### src/rtl/adc_frame_reader.sv
// rtl/adc_frame_reader.sv - reads one frame of packed 16-bit pixels from RAM and streams them out
//
// Purpose: after the capture writer signals frame_done_in, fetch WORD_NUM 32-bit words
// starting at BASE_ADDR, buffer them in a 4-entry FIFO and unpack each word into two
// pixels (high half first) on a valid/ready pixel stream.
//
// Ports:
//   clk, rst_n          clock, synchronous active-low reset
//   frame_done_in       pulse that starts readout of a captured frame
//   ram_rd_o            RAM read strobe, one word per asserted cycle
//   ram_addr_o          RAM byte address (4-aligned)
//   ram_data_in         RAM read data, valid 2 cycles after ram_rd_o
//   pix_data_o          pixel data
//   pix_valid_o         pixel valid
//   pix_ready_in        pixel ready from the sink
//   pix_last_o          final pixel of the frame
//   busy_o              a frame is being read out
//   overrun_o           frame_done_in arrived while busy (one-cycle pulse)
//
// Build option: ADC_FRAME_READER_BYTESWAP_EN swaps the two bytes of every output pixel.
module adc_frame_reader #(
  parameter int unsigned WORD_NUM  = 256,
  parameter logic [31:0] BASE_ADDR = 32'h0
) (
  input  logic        clk,
  input  logic        rst_n,
  input  logic        frame_done_in,
  output logic        ram_rd_o,
  output logic [31:0] ram_addr_o,
  input  logic [31:0] ram_data_in,
  output logic [15:0] pix_data_o,
  output logic        pix_valid_o,
  input  logic        pix_ready_in,
  output logic        pix_last_o,
  output logic        busy_o,
  output logic        overrun_o
);

  localparam logic [1:0] S_IDLE  = 2'd0;
  localparam logic [1:0] S_FETCH = 2'd1;
  localparam logic [1:0] S_DRAIN = 2'd2;

  localparam logic [16:0] WORD_LAST = 17'(WORD_NUM - 1);
  localparam logic [16:0] PIX_LAST  = 17'(2 * WORD_NUM - 1);

  logic [1:0]  state;
  logic [31:0] addr_q;
  logic [16:0] rd_cnt;
  logic [16:0] pix_cnt;
  logic        rd_d1;
  logic        rd_d2;
  logic [31:0] fifo_mem [4];
  logic [1:0]  wr_ptr;
  logic [1:0]  rd_ptr;
  logic [2:0]  fifo_count;
  logic        half;

  logic [3:0]  occupancy;
  logic        rd_issue;
  logic        fifo_push;
  logic        fifo_pop;
  logic        xfer;
  logic        last_xfer;
  logic        start;
  logic        busy_int;
  logic [31:0] cur_word;
  logic [15:0] cur_pix;

  // Words buffered plus words still travelling through the 2-cycle RAM pipe; capping
  // this at 4 guarantees every returning word has a FIFO slot.
  assign occupancy = {1'b0, fifo_count} + {3'b000, rd_d1} + {3'b000, rd_d2};
  assign rd_issue  = rst_n && (state == S_FETCH) && (occupancy < 4'd4);
  assign fifo_push = rd_d2;

  assign busy_int    = (state != S_IDLE);
  assign pix_valid_o = rst_n && (fifo_count != 3'd0);
  assign pix_last_o  = pix_valid_o && (pix_cnt == PIX_LAST);
  assign xfer        = pix_valid_o && pix_ready_in;
  assign last_xfer   = xfer && (pix_cnt == PIX_LAST);
  assign fifo_pop    = xfer && half;

  // A frame_done_in coinciding with the final handshake chains straight into a new frame.
  assign start = frame_done_in && ((state == S_IDLE) || last_xfer);

  assign ram_rd_o   = rd_issue;
  assign ram_addr_o = rst_n ? addr_q : BASE_ADDR;
  assign busy_o     = rst_n && busy_int;
  assign overrun_o  = rst_n && frame_done_in && busy_int && !last_xfer;

  assign cur_word = fifo_mem[rd_ptr];
  assign cur_pix  = half ? cur_word[15:0] : cur_word[31:16];

`ifdef ADC_FRAME_READER_BYTESWAP_EN
  assign pix_data_o = {cur_pix[7:0], cur_pix[15:8]};
`else
  assign pix_data_o = cur_pix;
`endif

  always_ff @(posedge clk) begin
    if (!rst_n) begin
      state      <= S_IDLE;
      addr_q     <= BASE_ADDR;
      rd_cnt     <= '0;
      pix_cnt    <= '0;
      half       <= 1'b0;
      rd_d1      <= 1'b0;
      rd_d2      <= 1'b0;
      wr_ptr     <= '0;
      rd_ptr     <= '0;
      fifo_count <= '0;
    end else begin
      case (state)
        S_IDLE:  if (start) state <= S_FETCH;
        S_FETCH: if (rd_issue && (rd_cnt == WORD_LAST)) state <= S_DRAIN;
        S_DRAIN: if (last_xfer) state <= start ? S_FETCH : S_IDLE;
        default: state <= S_IDLE;
      endcase

      if (start) begin
        addr_q  <= BASE_ADDR;
        rd_cnt  <= '0;
        pix_cnt <= '0;
        half    <= 1'b0;
      end else begin
        if (rd_issue) begin
          addr_q <= addr_q + 32'd4;
          rd_cnt <= rd_cnt + 17'd1;
        end
        if (xfer) begin
          pix_cnt <= pix_cnt + 17'd1;
          half    <= ~half;
        end
      end

      // Clearing this pipe on reset is what discards data returning after an abort.
      rd_d1 <= rd_issue;
      rd_d2 <= rd_d1;

      if (fifo_push) wr_ptr <= wr_ptr + 2'd1;
      if (fifo_pop)  rd_ptr <= rd_ptr + 2'd1;
      case ({fifo_push, fifo_pop})
        2'b10:   fifo_count <= fifo_count + 3'd1;
        2'b01:   fifo_count <= fifo_count - 3'd1;
        default: fifo_count <= fifo_count;
      endcase
    end
  end

  always_ff @(posedge clk) begin
    if (fifo_push) fifo_mem[wr_ptr] <= ram_data_in;
  end

endmodule

### config.mk
export PLATFORM = sky130hd
export DESIGN_NAME = adc_frame_reader
export DESIGN_NICKNAME = d
export VERILOG_FILES = /design/src/rtl/adc_frame_reader.sv
export SDC_FILE = /design/constraint.sdc
export NUM_CORES = 1
export LEC_CHECK = 0
export ABC_AREA = 1
export BUFFER_PORTS_ARGS = -buffer_cell sky130_fd_sc_hd__buf_2
export CORE_ASPECT_RATIO = 0.9
export CORE_MARGIN = 4
export CORE_UTILIZATION = 40
export CTS_BUF_LIST = sky130_fd_sc_hd__clkbuf_4 sky130_fd_sc_hd__clkbuf_8 sky130_fd_sc_hd__clkbuf_16
export CTS_CLUSTER_DIAMETER = 50
export DETAILED_ROUTE_END_ITERATION = 7
export PLACE_DENSITY = 0.55
export SYNTH_ARGS = -nofsm -noshare
export SYNTH_HDL_FRONTEND = slang
export SYNTH_SLANG_ARGS = --single-unit
### constraint.sdc
create_clock -name clk -period 2.8 [get_ports clk]
set_input_delay 0.7 -clock clk [delete_from_list [all_inputs] [get_ports clk]]
set_output_delay 0.7 -clock clk [all_outputs]
set_load 0.01 [all_outputs]
==> results of run 1 <==
[area by class of cell]
| class | count | area share (%) |
|---|---|---|
| repair buffers | 112 | 6.18 |
| well taps | 302 | 3.33 |
| inverters | 98 | 3.24 |
| clock buffers | 34 | 6.85 |
| flip-flops and latches | 206 | 47.7 |
| clock inverters | 14 | 1.12 |
| diodes | 3 | 0.0662 |
| multi-input cells | 756 | 31.5 |
[routing by layer]
| layer | global-route usage [%] | vias up | routed length, um |
|---|---|---|---|
| met5 | 0 | - | 17 |
| li1 | - | 3810 | - |
| met1 | 23.4 | 3463 | 10700 |
| met4 | 4.07 | 2 | 474 |
| met3 | 2.91 | 36 | 1090 |
| met2 | 26.9 | 141 | 10000 |
[cell usage after synthesis]
master    number
clkbuf_1      31
nand3b_1      11
nor3_1        13
buf_8          2
or2_2          1
nor3_4         1
conb_1         1
nand3_1       25
fa_1           1
ha_1           9
nand2_2        4
nor2_1       200
nand4_1       10
nand2_1      301
nor4_1         1
buf_6          4
nor2_2        13
buf_2          5
buf_4          2
inv_2          1
xor2_1        20
inv_1         96
o32ai_1       32
o21ai_0       43
xnor2_1       12
nor2_4         2
and2_1         1
clkinv_1       1
edfxtp_1     128
dfxtp_1       78
nand3_2        1
a21oi_1       53
[repair_timing]
action | CTS | global route
endpoints found under the hold margin | 0 | 0
gates cloned | 1 | 0
gates resized for setup | 0 | 3
setup buffers | 0 | 1
endpoints found under the setup margin | 2 | 16
pin swaps | 0 | 0
[state kept, by name (all words and copies together) (netlist names), named ones only]
signal	cells
fifo_count	3
rd_cnt	17
rd_ptr	2
fifo_push	1
wr_ptr	2
rd_d1	1
state	2
fifo_mem	128
addr_q	30
half	1
pix_cnt	17
[cells by family (layout without fill, tap and decap cells)]
family / Yosys count / after routing / share of synthesized area (%)
AOI/OAI and AO/OA: 128 / 128 / 7.95
adders and majority gates: 10 / 10 / 1.39
and+or+nand+nor: 584 / 584 / 25.0
buffers and inverters: 142 / 258 / 6.26
DFF: 206 / 206 / 56.5
other: 1 / 5 / 0.0392
xor gates and xnor gates: 32 / 32 / 2.93
[path summary, 6_finish.rpt]
| kind | startpoint | to | slack, ns |
|---|---|---|---|
| hold reg to reg | rd_d1 | fifo_push | 0.43 |
| setup reg to reg | fifo_count[0] | fifo_count[2] | 0.58 |
| setup / recovery | flip-flop | pix_data_o[3] | 0.15 |
| hold / removal | ram_data_in[17] | fifo_mem[3][17] | 0.40 |
[report_power, final]
part	switching (uW)	total, uW	internal (uW)
combinational	127	187	59.3
clock	1300	3370	2070
sequential	8.76	3250	3240
[stage by stage]
stage | hold slack (ns) | total power, uW | worst slack, ns
after floorplan | 0.414 | 3420 | 0.467
after global placement | 0.424 | 3500 | 0.353
after detailed placement | 0.423 | 3500 | 0.307
after CTS | 0.369 | 6900 | 0.0000637
after global routing | 0.374 | 7050 | 0.0109
final | 0.396 | 6800 | 0.148
==> metrics.md, run 1 <==
| Metric | Value |
|---|---|
| Max_slew headroom | 65.2% |
| Clock Skew | 0.0170 ns |
| Final #Nets | 1246 |
| Num rows | 53 |
| CP cell instances | inv_2 > buf_12 > nor2_1 > o32ai_1 > nand2_1 > nand2_1 > buf_2 |
| Final Hold Vio Count | 0 |
| Hold Crit Class | in -> reg |
| Maximum clock rate | 377 MHz |
| FF-to-FF path depth | 12 |
| CP Max Fanout | 46 |
| Critical Path Start Type | flip-flop |
| Final Max Tran Viols | 0 |
| Critical path's slowest cell | dfxtp_4 |
| Commonest non-fill, non-tap cells in the layout | 301 x nand2_1, 200 x nor2_1, 128 x edfxtp_1 |
| DP Area | 0.0104 sq mm |
| Sequential fraction of the synthesis area | 56.5% |
| GRT overflow | 0 |
| Layout cells sized above 1 | 15.2% |
| Chip width | 171 um |
| Pre-antenna DRT Iters | 5 |
| CP top delay family | buffers and inverters |
| Core box area | 0.0235 sq mm |
| VDD IR max | 0.000322 V |
| DR vias | 7452 |
| Die Height | 155 um |
| Vias in the first global route | 7099 |
| Yosys reg bits | 206 |
| Gr usage total | 16.7% |
| Status | finished clean |
| Layout area overhead | 18.5% |
| Pwr per Cell Area | 600 mW/mm^2 |
| Die area | 0.0265 sq mm |
| Crit end category | output pin |
| Period utilization | 94.7% |
| CP dominant cell by count | nand2_1 |
| Cells after synthesis | 1103 |
| Final Core Density | 48.3% |
| CP Buf/Inv Count | 3 |
| ANT nets after route | 0 |
| Syn. warnings | 0 |
| CTS Sinks | 206 |
| Max incr delay on CP | 0.38 ns |
| Hold_buf cts | 0 |
| Setup TNS | 0 ns |
| FF+latch area | 0.00541 sq mm |
| First-pass GRT wire length | 36.3 mm |
| Fin crit period | 2.65 ns |
| Clk root buf | clkbuf_16 |
| Synth top area share | 40.2% |
| Worst-Margin Slew | 0.523 ns |
| WS Path Type | reg -> out |
| Hold Path Depth | 1 |
| Post-route cell area | 0.0113 sq mm |
| Detailed Place HPWL | 14.4 mm |
| CTS HTree Levels | 1 |
| IO Count | 89 |
| Synth area leaders | edfxtp_1 40%, dfxtp_1 16%, nand2_1 12% |
| Multi-input gate area | 0.00357 sq mm |
| Cell variety after synth | 32 |
| Initial core utilization | 40.8% |
| Largest net degree at the start of global routing | 49 |
| Fin cells | 1525 |
| Post-Place Cells | 1472 |
| Mapped Area | 0.00957 sq mm |
| Fill count | 2283 |
| WL/cell | 14.6 um |
| Num CTS Buffers | 26 |
| DR iter-0 viols | 492 |
| Worst-skew pair later-pin latency | 0.52 ns |
| Post-synth top area cell | edfxtp_1 |
| Levels on crit path | 7 |
| Mapped Avg Cell Area | 8.68 sq um |
| Data required, critical path | 2.10 ns |
| CP arrival | 1.95 ns |
| Vias per cell | 4.89 |
| DRC Markers | 0 |
| Initial antenna violation count | 3 |
| Setup violators final | 0 |
| Unrepaired setup endpoints after global routing | no |
| CTS clk-pin slew, worst paths | 0.06 ns |
| Routability congestion estimate | 0.794 |
| Leak | 0.00442 uW |
| PortBufs | 86 |
| Max cap viols | 0 |
| CTS Buffer Depth | 3 |
| CTS tree | yes |
| WL final | 22.3 mm |
| Most common cell after layout, fill and taps aside | nand2_1 |
Note: power is estimated with default switching activity, not from simulation.
==> inputs of run 2 (changes only) <==
BUFFER_PORTS_ARGS = -buffer_cell sky130_fd_sc_hd__buf_4   (was -buffer_cell sky130_fd_sc_hd__buf_2)
==> run 2 against run 1 <==
  * Sequential share of layout area fell by 0.51 points
  * Critical endpoint is now pix_data_o[11]
  * Largest cell class unchanged
  * Setup slack improved by 0.021 ns
  * Clock skew is 0.0011 ns lower
  * Count of clock-buffer cells in the layout is 5 lower
==> metrics.md, run 2 (same netlist as run 1, synthesis figures left out) <==
| Metric | Value |
|---|---|
| Die area | 0.0265 sq mm (unchanged) |
| CP cell instances | buf_4 > nor2_1 > o32ai_1 > nand2_1 > nand2_1 > buf_4 |
| CP top delay family | buffers and inverters |
| Die Height | 155 um (unchanged) |
| Worst-Margin Slew | 0.523 ns (+0.000164 ns) |
| Most flop-heavy register | fifo_mem |
| Crit end category | output pin |
| Fin crit period | 2.63 ns (-0.0209 ns) |
| Largest regs | fifo_mem x128, addr_q x30 |
| Final #Nets | 1240 (-0.48%) |
| Most common cell after layout, fill and taps aside | nand2_1 |
| Hold_buf cts | 0 (unchanged) |
| Data required, critical path | 2.10 ns (about the same) |
| First-pass GRT wire length | 35.9 mm (-1.2%) |
| Unrepaired setup endpoints after global routing | no |
| CP Buf/Inv Count | 2 (-1) |
| Reg-to-reg slack, setup | 0.56 ns (-0.02 ns) |
| Pwr per Cell Area | 591 mW/mm^2 (-1.4%) |
| Fin Hold WS | 0.374 ns (-0.0226 ns) |
| DRC Markers | 0 (unchanged) |
| Pre-antenna DRT Iters | 5 (unchanged) |
| Final Power | 6780 uW (-0.35%) |
| CTS tree | yes |
| Max reg flops | 128 (unchanged) |
| Layout area overhead | 19.7% |
| CP arrival | 1.93 ns (-0.02 ns) |
| Setup TNS | 0 ns (unchanged) |
| Initial antenna violation count | 2 (-1) |
| Maximum clock rate | 380 MHz (+0.79%) |
| Hold Crit Class | in -> reg |
| WL/cell | 14.6 um (-0.29%) |
| CTS Sinks | 206 (unchanged) |
| Max incr delay on CP | 0.37 ns (about the same) |
| Largest net degree at the start of global routing | 48 (-2.0%) |
| Worst-skew pair later-pin latency | 0.52 ns (about the same) |
| Num CTS Buffers | 26 (unchanged) |
| Num rows | 53 (unchanged) |
| Setup violators final | 0 (unchanged) |
| Leak | 0.00441 uW (-0.21%) |
| Commonest non-fill, non-tap cells in the layout | 301 x nand2_1, 200 x nor2_1, 128 x edfxtp_1 |
| Critical Path Start Type | flip-flop |
| VDD IR max | 0.000422 V (+31%) |
| Clk root buf | clkbuf_16 |
| Gr usage total | 16.4% (-0.23 points) |
| IO Count | 89 (unchanged) |
| Final Core Density | 48.8% (+0.50 points) |
| Clock Skew | 0.0158 ns (-0.00111 ns) |
| Status | finished clean |
| Vias per cell | 4.86 (-0.44%) |
| CTS clk-pin slew, worst paths | 0.06 ns (about the same) |
| ANT nets after route | 0 (unchanged) |
| Max_slew headroom | 65.1% (about the same) |
| GRT overflow | 0 (unchanged) |
| Vias in the first global route | 7091 (-0.11%) |
| CP Max Fanout | 26 (-43%) |
| WS Path Type | reg -> out |
| Max cap viols | 0 (unchanged) |
| PortBufs | 86 (unchanged) |
| Final Hold Vio Count | 0 (unchanged) |
| DR iter-0 viols | 368 (-25%) |
| WL final | 22.1 mm (-0.81%) |
| Setup bufs post-CTS | 0 (unchanged) |
| Chip width | 171 um (unchanged) |
| Layout cells sized above 1 | 14.6% (-0.67 points) |
| Final Max Tran Viols | 0 (unchanged) |
| Critical path's slowest cell | dfxtp_2 |
| DR vias | 7380 (-0.97%) |
| CTS HTree Levels | 1 (unchanged) |
| Detailed Place HPWL | 14.5 mm (+0.98%) |
| Core box area | 0.0235 sq mm (unchanged) |
| Initial core utilization | 40.8% (unchanged) |
| CTS Buffer Depth | 3 (unchanged) |
| Period utilization | 94.0% (-0.74 points) |
| Routability congestion estimate | 0.821 (+3.4%) |
| Fill count | 2284 (+0.044%) |
==> run 2: changes by cell type in the layout (fill, tap and decap cells not counted), moves of 2 or more <==
cell / delta
buf_2: -86
buf_4: +80
bufinv_16: +2
clkbuf_16: -2
clkbuf_4: +2
clkbuf_8: -5
clkinv_1: +2
diode_2: -2
==> run 2: path summary, 6_finish.rpt <==
kind                   start               to  cells after the start
max                flip-flop   pix_data_o[11]                      6
min reg2reg            rd_d1        fifo_push                      2
min          ram_data_in[10]  fifo_mem[1][10]                      1
max reg2reg    fifo_count[1]    fifo_count[2]                     13
==> run 2: routing by layer <==
layer | GRT usage, % | vias up | wire length [um]
li1 | - | 3803 | -
met1 | 23.3 | 3412 | 10700
met2 | 26.1 | 128 | 9930
met3 | 2.86 | 35 | 972
met4 | 4.41 | 2 | 502
met5 | 0 | - | 7
==> run 2: report_power, final <==
part	switching [uW]	total [uW]	internal, uW
Combinational	126	201	74.7
Sequential	8.76	3250	3240
Clock	1300	3330	2030
Total	1430	6780	5340
==> run 2: layout make-up <==
class	count	area, sq um	share of cell area, %
multi-input combinational	756	3570	31.2
antenna	1	2.50	0.0218
clock inverter	19	200	1.75
tap	302	378	3.30
inverter	98	368	3.21
clock buffer	29	673	5.87
sequential	206	5410	47.2
timing repair buffer	106	858	7.49
==> run 2: timing repair <==
item	4_1_cts	5_1_grt
hold endpoints to repair	0	0
gates resized for setup	1	0
endpoints found under the setup margin	1	0
==> run 2: metrics by stage <==
| step | cells | setup slack [ns] | instance area [sq um] |
|---|---|---|---|
| 2_1_floorplan | 1104 | 0.467 | 9580 |
| 3_3_place_gp | 1468 | 0.301 | 10600 |
| 3_5_place_dp | 1468 | 0.267 | 10600 |
| 4_1_cts | 1516 | 0.142 | 11500 |
| 5_1_grt | 1517 | 0.0228 | 11500 |
| 6_report | 1517 | 0.169 | 11500 |
